<file path="src/rtl/memory_controller.sv">
// ---------------------------------------------------------------------------
// memory_controller
//
// Byte-serial arbiter between the core and a single-port 8-bit RAM/IO bus.
// Three requesters share the bus with fixed priority store > load > fetch.
// Loads and fetches are issued one byte per cycle and reassembled
// little-endian. Loads are sign- or zero-extended. Stores are written out
// one byte per cycle.
//
// Op-type encoding on op_type_store / op_type_load:
//   LB=10 LH=11 LW=12 LBU=13 LHU=14 SB=15 SH=16 SW=17
//
// Ports
//   clk_in, rst_in (sync, active-high), rdy_in (pause when low), roll_back
//   mem_din      : RAM read byte, valid one cycle after its address
//   mem_dout     : RAM write byte
//   mem_a        : RAM byte address
//   mem_wr       : write strobe
//   io_buffer_full                     : IO write back-pressure
//   lsb_store / store_address / data_store / op_type_store -> finish_store
//   lsb_load / load_address / op_type_load -> finish_load, data_load
//   fetch_req / fetch_addr -> fetch_done, fetch_data
// ---------------------------------------------------------------------------
module memory_controller #(
    parameter int         ADDR_WIDTH = 32,
    parameter logic [1:0] IO_HI      = 2'b11
) (
    input  logic                  clk_in,
    input  logic                  rst_in,
    input  logic                  rdy_in,
    input  logic                  roll_back,
    input  logic [7:0]            mem_din,
    output logic [7:0]            mem_dout,
    output logic [ADDR_WIDTH-1:0] mem_a,
    output logic                  mem_wr,
    input  logic                  io_buffer_full,
    input  logic                  lsb_store,
    input  logic [ADDR_WIDTH-1:0] store_address,
    input  logic [31:0]           data_store,
    input  logic [5:0]            op_type_store,
    output logic                  finish_store,
    input  logic                  lsb_load,
    input  logic [ADDR_WIDTH-1:0] load_address,
    input  logic [5:0]            op_type_load,
    output logic                  finish_load,
    output logic [31:0]           data_load,
    input  logic                  fetch_req,
    input  logic [ADDR_WIDTH-1:0] fetch_addr,
    output logic                  fetch_done,
    output logic [31:0]           fetch_data
);

    localparam logic [5:0] OP_LB  = 6'd10;
    localparam logic [5:0] OP_LH  = 6'd11;
    localparam logic [5:0] OP_LW  = 6'd12;
    localparam logic [5:0] OP_LBU = 6'd13;
    localparam logic [5:0] OP_LHU = 6'd14;
    localparam logic [5:0] OP_SB  = 6'd15;
    localparam logic [5:0] OP_SH  = 6'd16;

    typedef enum logic [2:0] {S_IDLE, S_FETCH, S_LOAD, S_STORE, S_DONE} state_e;

    state_e                state_q, state_d;
    logic [ADDR_WIDTH-1:0] base_q, base_d;
    logic [5:0]            op_q, op_d;
    logic [31:0]           wdata_q, wdata_d;
    logic [31:0]           asm_q, asm_d;
    logic [2:0]            n_q, n_d;
    logic [2:0]            issue_q, issue_d;
    logic [2:0]            cap_q, cap_d;
    logic [2:0]            issue_eff;
    logic                  resume_q;
    logic [31:0]           data_load_q, data_load_d;
    logic [31:0]           fetch_data_q, fetch_data_d;
    logic                  finish_store_q, finish_store_d;
    logic                  finish_load_q, finish_load_d;
    logic                  fetch_done_q, fetch_done_d;
    logic                  store_blocked;

    function automatic logic [2:0] byte_count(input logic [5:0] op);
        case (op)
            OP_LB, OP_LBU, OP_SB: byte_count = 3'd1;
            OP_LH, OP_LHU, OP_SH: byte_count = 3'd2;
            default:              byte_count = 3'd4;
        endcase
    endfunction

    function automatic logic [31:0] extend_load(input logic [5:0] op, input logic [31:0] word);
        logic signed [7:0]  b;
        logic signed [15:0] h;
        b = word[7:0];
        h = word[15:0];
        case (op)
            OP_LB:   extend_load = 32'(b);
            OP_LH:   extend_load = 32'(h);
            OP_LBU:  extend_load = {24'h0, word[7:0]};
            OP_LHU:  extend_load = {16'h0, word[15:0]};
            OP_LW:   extend_load = word;
            default: extend_load = word;
        endcase
    endfunction

    // An IO store must wait for room in the IO buffer; while it waits it
    // still owns the arbiter so later requests cannot overtake it.
    assign store_blocked = (store_address[17:16] == IO_HI) && io_buffer_full;

    // On the first cycle after a pause the byte in flight is lost, so
    // issuing restarts from the first uncaptured byte.
    assign issue_eff = resume_q ? cap_q : issue_q;

    // ---- state register ----
    always_ff @(posedge clk_in) begin
        if (rst_in) begin
            state_q        <= S_IDLE;
            n_q            <= 3'd0;
            issue_q        <= 3'd0;
            cap_q          <= 3'd0;
            resume_q       <= 1'b0;
            finish_store_q <= 1'b0;
            finish_load_q  <= 1'b0;
            fetch_done_q   <= 1'b0;
            data_load_q    <= 32'h0;
            fetch_data_q   <= 32'h0;
        end else begin
            state_q        <= state_d;
            n_q            <= n_d;
            issue_q        <= issue_d;
            cap_q          <= cap_d;
            resume_q       <= ~rdy_in;
            finish_store_q <= finish_store_d;
            finish_load_q  <= finish_load_d;
            fetch_done_q   <= fetch_done_d;
            data_load_q    <= data_load_d;
            fetch_data_q   <= fetch_data_d;
        end
    end

    always_ff @(posedge clk_in) begin
        base_q  <= base_d;
        op_q    <= op_d;
        wdata_q <= wdata_d;
        asm_q   <= asm_d;
    end

    // ---- next-state logic ----
    always_comb begin
        state_d        = state_q;
        base_d         = base_q;
        op_d           = op_q;
        wdata_d        = wdata_q;
        asm_d          = asm_q;
        n_d            = n_q;
        issue_d        = issue_q;
        cap_d          = cap_q;
        data_load_d    = data_load_q;
        fetch_data_d   = fetch_data_q;
        // Done pulses last one active cycle; a pause stretches them.
        finish_store_d = finish_store_q & ~rdy_in;
        finish_load_d  = finish_load_q & ~rdy_in;
        fetch_done_d   = fetch_done_q & ~rdy_in;

        if (rdy_in) begin
            case (state_q)
                S_IDLE: begin
                    if (!roll_back) begin
                        if (lsb_store) begin
                            if (!store_blocked) begin
                                state_d = S_STORE;
                                base_d  = store_address;
                                op_d    = op_type_store;
                                wdata_d = data_store;
                                n_d     = byte_count(op_type_store);
                                issue_d = 3'd0;
                                cap_d   = 3'd0;
                            end
                        end else if (lsb_load) begin
                            state_d = S_LOAD;
                            base_d  = load_address;
                            op_d    = op_type_load;
                            n_d     = byte_count(op_type_load);
                            issue_d = 3'd0;
                            cap_d   = 3'd0;
                            asm_d   = 32'h0;
                        end else if (fetch_req) begin
                            state_d = S_FETCH;
                            base_d  = fetch_addr;
                            op_d    = OP_LW;
                            n_d     = 3'd4;
                            issue_d = 3'd0;
                            cap_d   = 3'd0;
                            asm_d   = 32'h0;
                        end
                    end
                end
                S_LOAD, S_FETCH: begin
                    if (roll_back) begin
                        state_d = S_IDLE;
                    end else begin
                        if (issue_eff < n_q) begin
                            issue_d = issue_eff + 3'd1;
                        end else begin
                            issue_d = issue_eff;
                        end
                        // A byte is captured the cycle after its address,
                        // except right after a pause when mem_din is stale.
                        if (!resume_q && (cap_q < issue_q)) begin
                            asm_d[{cap_q[1:0], 3'b000} +: 8] = mem_din;
                            cap_d = cap_q + 3'd1;
                            if (cap_q == n_q - 3'd1) begin
                                state_d = S_DONE;
                                if (state_q == S_LOAD) begin
                                    data_load_d   = extend_load(op_q, asm_d);
                                    finish_load_d = 1'b1;
                                end else begin
                                    fetch_data_d  = asm_d;
                                    fetch_done_d  = 1'b1;
                                end
                            end
                        end
                    end
                end
                S_STORE: begin
                    // Stores are committed: roll_back is ignored here.
                    if (issue_q == n_q - 3'd1) begin
                        state_d        = S_DONE;
                        finish_store_d = 1'b1;
                    end else begin
                        issue_d = issue_q + 3'd1;
                    end
                end
                S_DONE: begin
                    state_d = S_IDLE;
                end
                default: begin
                    state_d = S_IDLE;
                end
            endcase
        end
    end

    // ---- output logic ----
    always_comb begin
        mem_a    = '0;
        mem_wr   = 1'b0;
        mem_dout = 8'h0;
        case (state_q)
            S_LOAD, S_FETCH: begin
                if (issue_eff < n_q) begin
                    mem_a = base_q + ADDR_WIDTH'(issue_eff);
                end
            end
            S_STORE: begin
                mem_a    = base_q + ADDR_WIDTH'(issue_q);
                mem_wr   = rdy_in;
                mem_dout = wdata_q[{issue_q[1:0], 3'b000} +: 8];
            end
            default: begin
                mem_a = '0;
            end
        endcase
    end

    assign finish_store = finish_store_q;
    assign finish_load  = finish_load_q;
    assign fetch_done   = fetch_done_q;
    assign data_load    = data_load_q;
    assign fetch_data   = fetch_data_q;

endmodule

</file>
<file path="config.mk">
export PLATFORM = sky130hd
export DESIGN_NAME = memory_controller
export DESIGN_NICKNAME = d
export VERILOG_FILES = /design/src/rtl/memory_controller.sv
export SDC_FILE = /design/constraint.sdc
export NUM_CORES = 1
export LEC_CHECK = 0
export CELL_PAD_IN_SITES_DETAIL_PLACEMENT = 2
export CELL_PAD_IN_SITES_GLOBAL_PLACEMENT = 2
export CORE_MARGIN = 3
export CORE_UTILIZATION = 25
export CTS_BUF_LIST = sky130_fd_sc_hd__clkbuf_4 sky130_fd_sc_hd__clkbuf_8 sky130_fd_sc_hd__clkbuf_16
export DETAILED_ROUTE_END_ITERATION = 8
export PLACE_DENSITY_LB_ADDON = 0.1
export SETUP_SLACK_MARGIN = 0.5
export SLEW_MARGIN = 20
export SYNTH_ARGS = -nofsm -noshare
export SYNTH_HDL_FRONTEND = slang
export SYNTH_SLANG_ARGS = --single-unit
</file>
<file path="constraint.sdc">
create_clock -name clk_in -period 10.4 [get_ports clk_in]
set_input_delay 2.08 -clock clk_in [delete_from_list [all_inputs] [get_ports clk_in]]
set_output_delay 2.08 -clock clk_in [all_outputs]
set_load 0.01 [all_outputs]
</file>
==> results.toml <==
[status]
status = "finished, final reports clean"

[clock_network]
cts-root-buf = "clkbuf_16"
clock_path_buffers = 2
htreeDepth = 4
cts_resized = 0
cts_sinks = 182
path_clk_slew_ns = 0.07
cts_tree = "yes"
clock_latency_ns = 0.45
post_cts_buffers = 0
cts_hold_buf = 0
cts_buffers = 17

[die]
die-area_sq_um = 42300
rows = 72
die_h_um = 206
start_util_pct = 25.5
die_w_um = 206
core-area_sq_um = 39000
io_pins = 264

[drt]
vias_per_cell = 5.11
totalWireLength_um = 39900
drc = 0
dr_total_vias = 9189
drtPass1Iterations = 4
ant_nets = 0
detail_route.wl_per_cell_um = 22.2
drt_iter0_markers = 364

[global_routing]
grt_pass1_vias = 9916
antenna_found_initial = 1
grt_pass1_wl_um = 60700
grt-ovfl-total = 0
grt_max_degree = 81
grt.total_usage_pct = 18.8

[place]
portBuffers = 263
hpwl_um = 29200
place_congestion = 0.766
place_inst = 1765
post_dp_cell_area_sq_um = 13100

[setup_path]
worstPathRequired_ns = 8.32
path_cells = "inv_1 > o21ai_0 > ha_1 > o21ai_0 > a31oi_1 > nor2_1 > a21o_1 > a22o_1 > clkdlybuf4s50_1"
crit_top_cell = "o21ai_0"
worst-path-max-fanout = 13
start_kind = "flip-flop"
arrival_ns = 4.69
critPathBufInv = 2
setup.worst_path.end_class = "primary output"
critPathMaxStageDelay_ns = 0.80
cpMaxStageDelayCell = "dfxtp_1"
crit_family = "compound AO/OA/AOI/OAI gates"
path_class = "reg2out"

[power]
power_density_nw_per_um2 = 152
leakage_nw = 4.71
peakVddDrop_v = 0.000120

[timing]
worst_pin_slew_ns = 1.09
min_period_over_period_pct = 65.1
timing.fmax_ghz = 0.148
hold_viol_final = 0
fin_worst_skew_ns = 0.00763
slew_headroom_pct = 26.9
drv_slew = 0
setup_tns_ns = 0
setup_violations = 0
period_minus_slack_ns = 6.77
rsz0062_at_grt = "no"

[synth]
ys_ff_latch = 182
synth_edf_count = 102
synth-async-reset-ratio_pct = 0
synth_cell_types = 66
yosys_most_used_dff = "edfxtp_1"
synth_area_per_cell_sq_um = 9.58
syn_area_sq_um = 9960
ys_warn_count = 0
synth_nets = 1215
synth_cells = 1039
ys_seq_area_share_pct = 46.8

[cells_and_area]
final_common_cell = "clkdlybuf4s50_1"
layout-drive-gt1-share_pct = 5.78
most-common-layout-cells = "clkdlybuf4s50_1 (260), nor2_1 (110), edfxtp_1 (102)"
finalNetCount = 1443
syn_to_final_growth_pct = 37.1
stdcell_count = 1799
fin_area_sq_um = 13700

[hold_path]
hold_path_class = "reg2reg"

[flow_run]
cap_viol_max_count = 0
## report_power, final
part	total (mW)	switching, mW	internal, mW
registers	0.878	0.0527	0.825
logic	0.531	0.300	0.231
clock network	0.673	0.306	0.367
## layout make-up
cell class                      count  area [sq um]
Clock buffer                       19           447
Multi-Input combinational cell    763          4920
Fill cell                        4303         25400
Tap cell                          518           648
Antenna cell                        1          2.50
Inverter                           24          90.1
Clock inverter                     13           145
Timing Repair Buffer              279          2740
Sequential cell                   182          4660
## metrics by stage
| stage | setup WS [ns] | util, % | power, mW | hold WS, ns |
|---|---|---|---|---|
| 2_1_floorplan | 2.01 | - | 1.19 | 0.472 |
| 3_3_place_gp | 4.19 | 33.5 | 1.42 | 0.482 |
| 3_5_place_dp | 4.07 | 33.5 | 1.43 | 0.481 |
| 4_1_cts | 3.55 | 35.0 | 2.12 | 0.495 |
| 5_1_grt | 3.32 | 35.0 | 2.20 | 0.528 |
| 6_report | 3.63 | 35.0 | 2.08 | 0.488 |
## routing by layer
layer / global-route usage, % / vias to the layer above / part of all wire, %
met1: 25.5 / 4639 / 47
li1: - / 4341 / -
met4: 4.47 / 0 / 1.1
met5: 0 / - / 0
met2: 31.5 / 180 / 49
met3: 2.83 / 29 / 3.3
## sequential cells by signal, indices dropped and copies added, names as in the netlist, named ones only
signal,flops
asm_q,32
base_q,32
cap_q,3
data_load,32
fetch_data,32
issue_q,3
n_q,3
op_q,6
resume_q,1
state_q,3
wdata_q,32
## logic make-up (layout without fill, tap and decap cells)
family	count (synthesis)	after routing	share of synthesized area, %
adder cells (fa/ha/maj)	22	22	2.87
buffers and inverters	94	335	3.91
flip-flops	182	182	46.8
XOR/XNOR	13	13	1.45
other	0	1	0
AND/OR/NAND/NOR	383	383	20.1
multiplexers	48	48	5.84
AO/OA/AOI/OAI	297	297	19.0
## worst paths after layout
path | startpoint | to | slack, ns | cells past startpoint
max | issue_q[1] | mem_a[30] | 3.63 | 9
min reg2reg | flip-flop | flip-flop | 0.49 | 2
max reg2reg | issue_q[1] | asm_q[1] | 6.90 | 8
min | flip-flop | flip-flop | 0.49 | 2
## Yosys cell counts (7+ instances only)
cell type  instances  area, sq um
nand2_1           57          214
o22ai_1           17          106
nand4_1           12         75.1
a31oi_1            9         56.3
nor2_1           110          413
o21a_1             7         52.6
nand2b_1          28          175
nand3_1           16         80.1
clkbuf_1          47          176
nor4_1            19          119
a21oi_1           68          340
a211oi_1          45          338
o211ai_1          10         75.1
and2_1             8         50.1
inv_1             23         86.3
nor2b_1           39          244
o21ai_0           83          415
dfxtp_1           80         1600
nor3_1            40          200
and4_1             8         70.1
buf_2             14         70.1
ha_1              18          225
mux4_2             8          180
and3_1            17          106
a22o_1            19          166
mux2i_1           39          390
edfxtp_1         102         3060
## worst min-delay path, cell delays in order (launching register included)
cell and delay (ns):
dfxtp_1 0.33, nand2_1 0.06, a21oi_1 0.05
No activity file was read; power rests on OpenSTA's default activity.
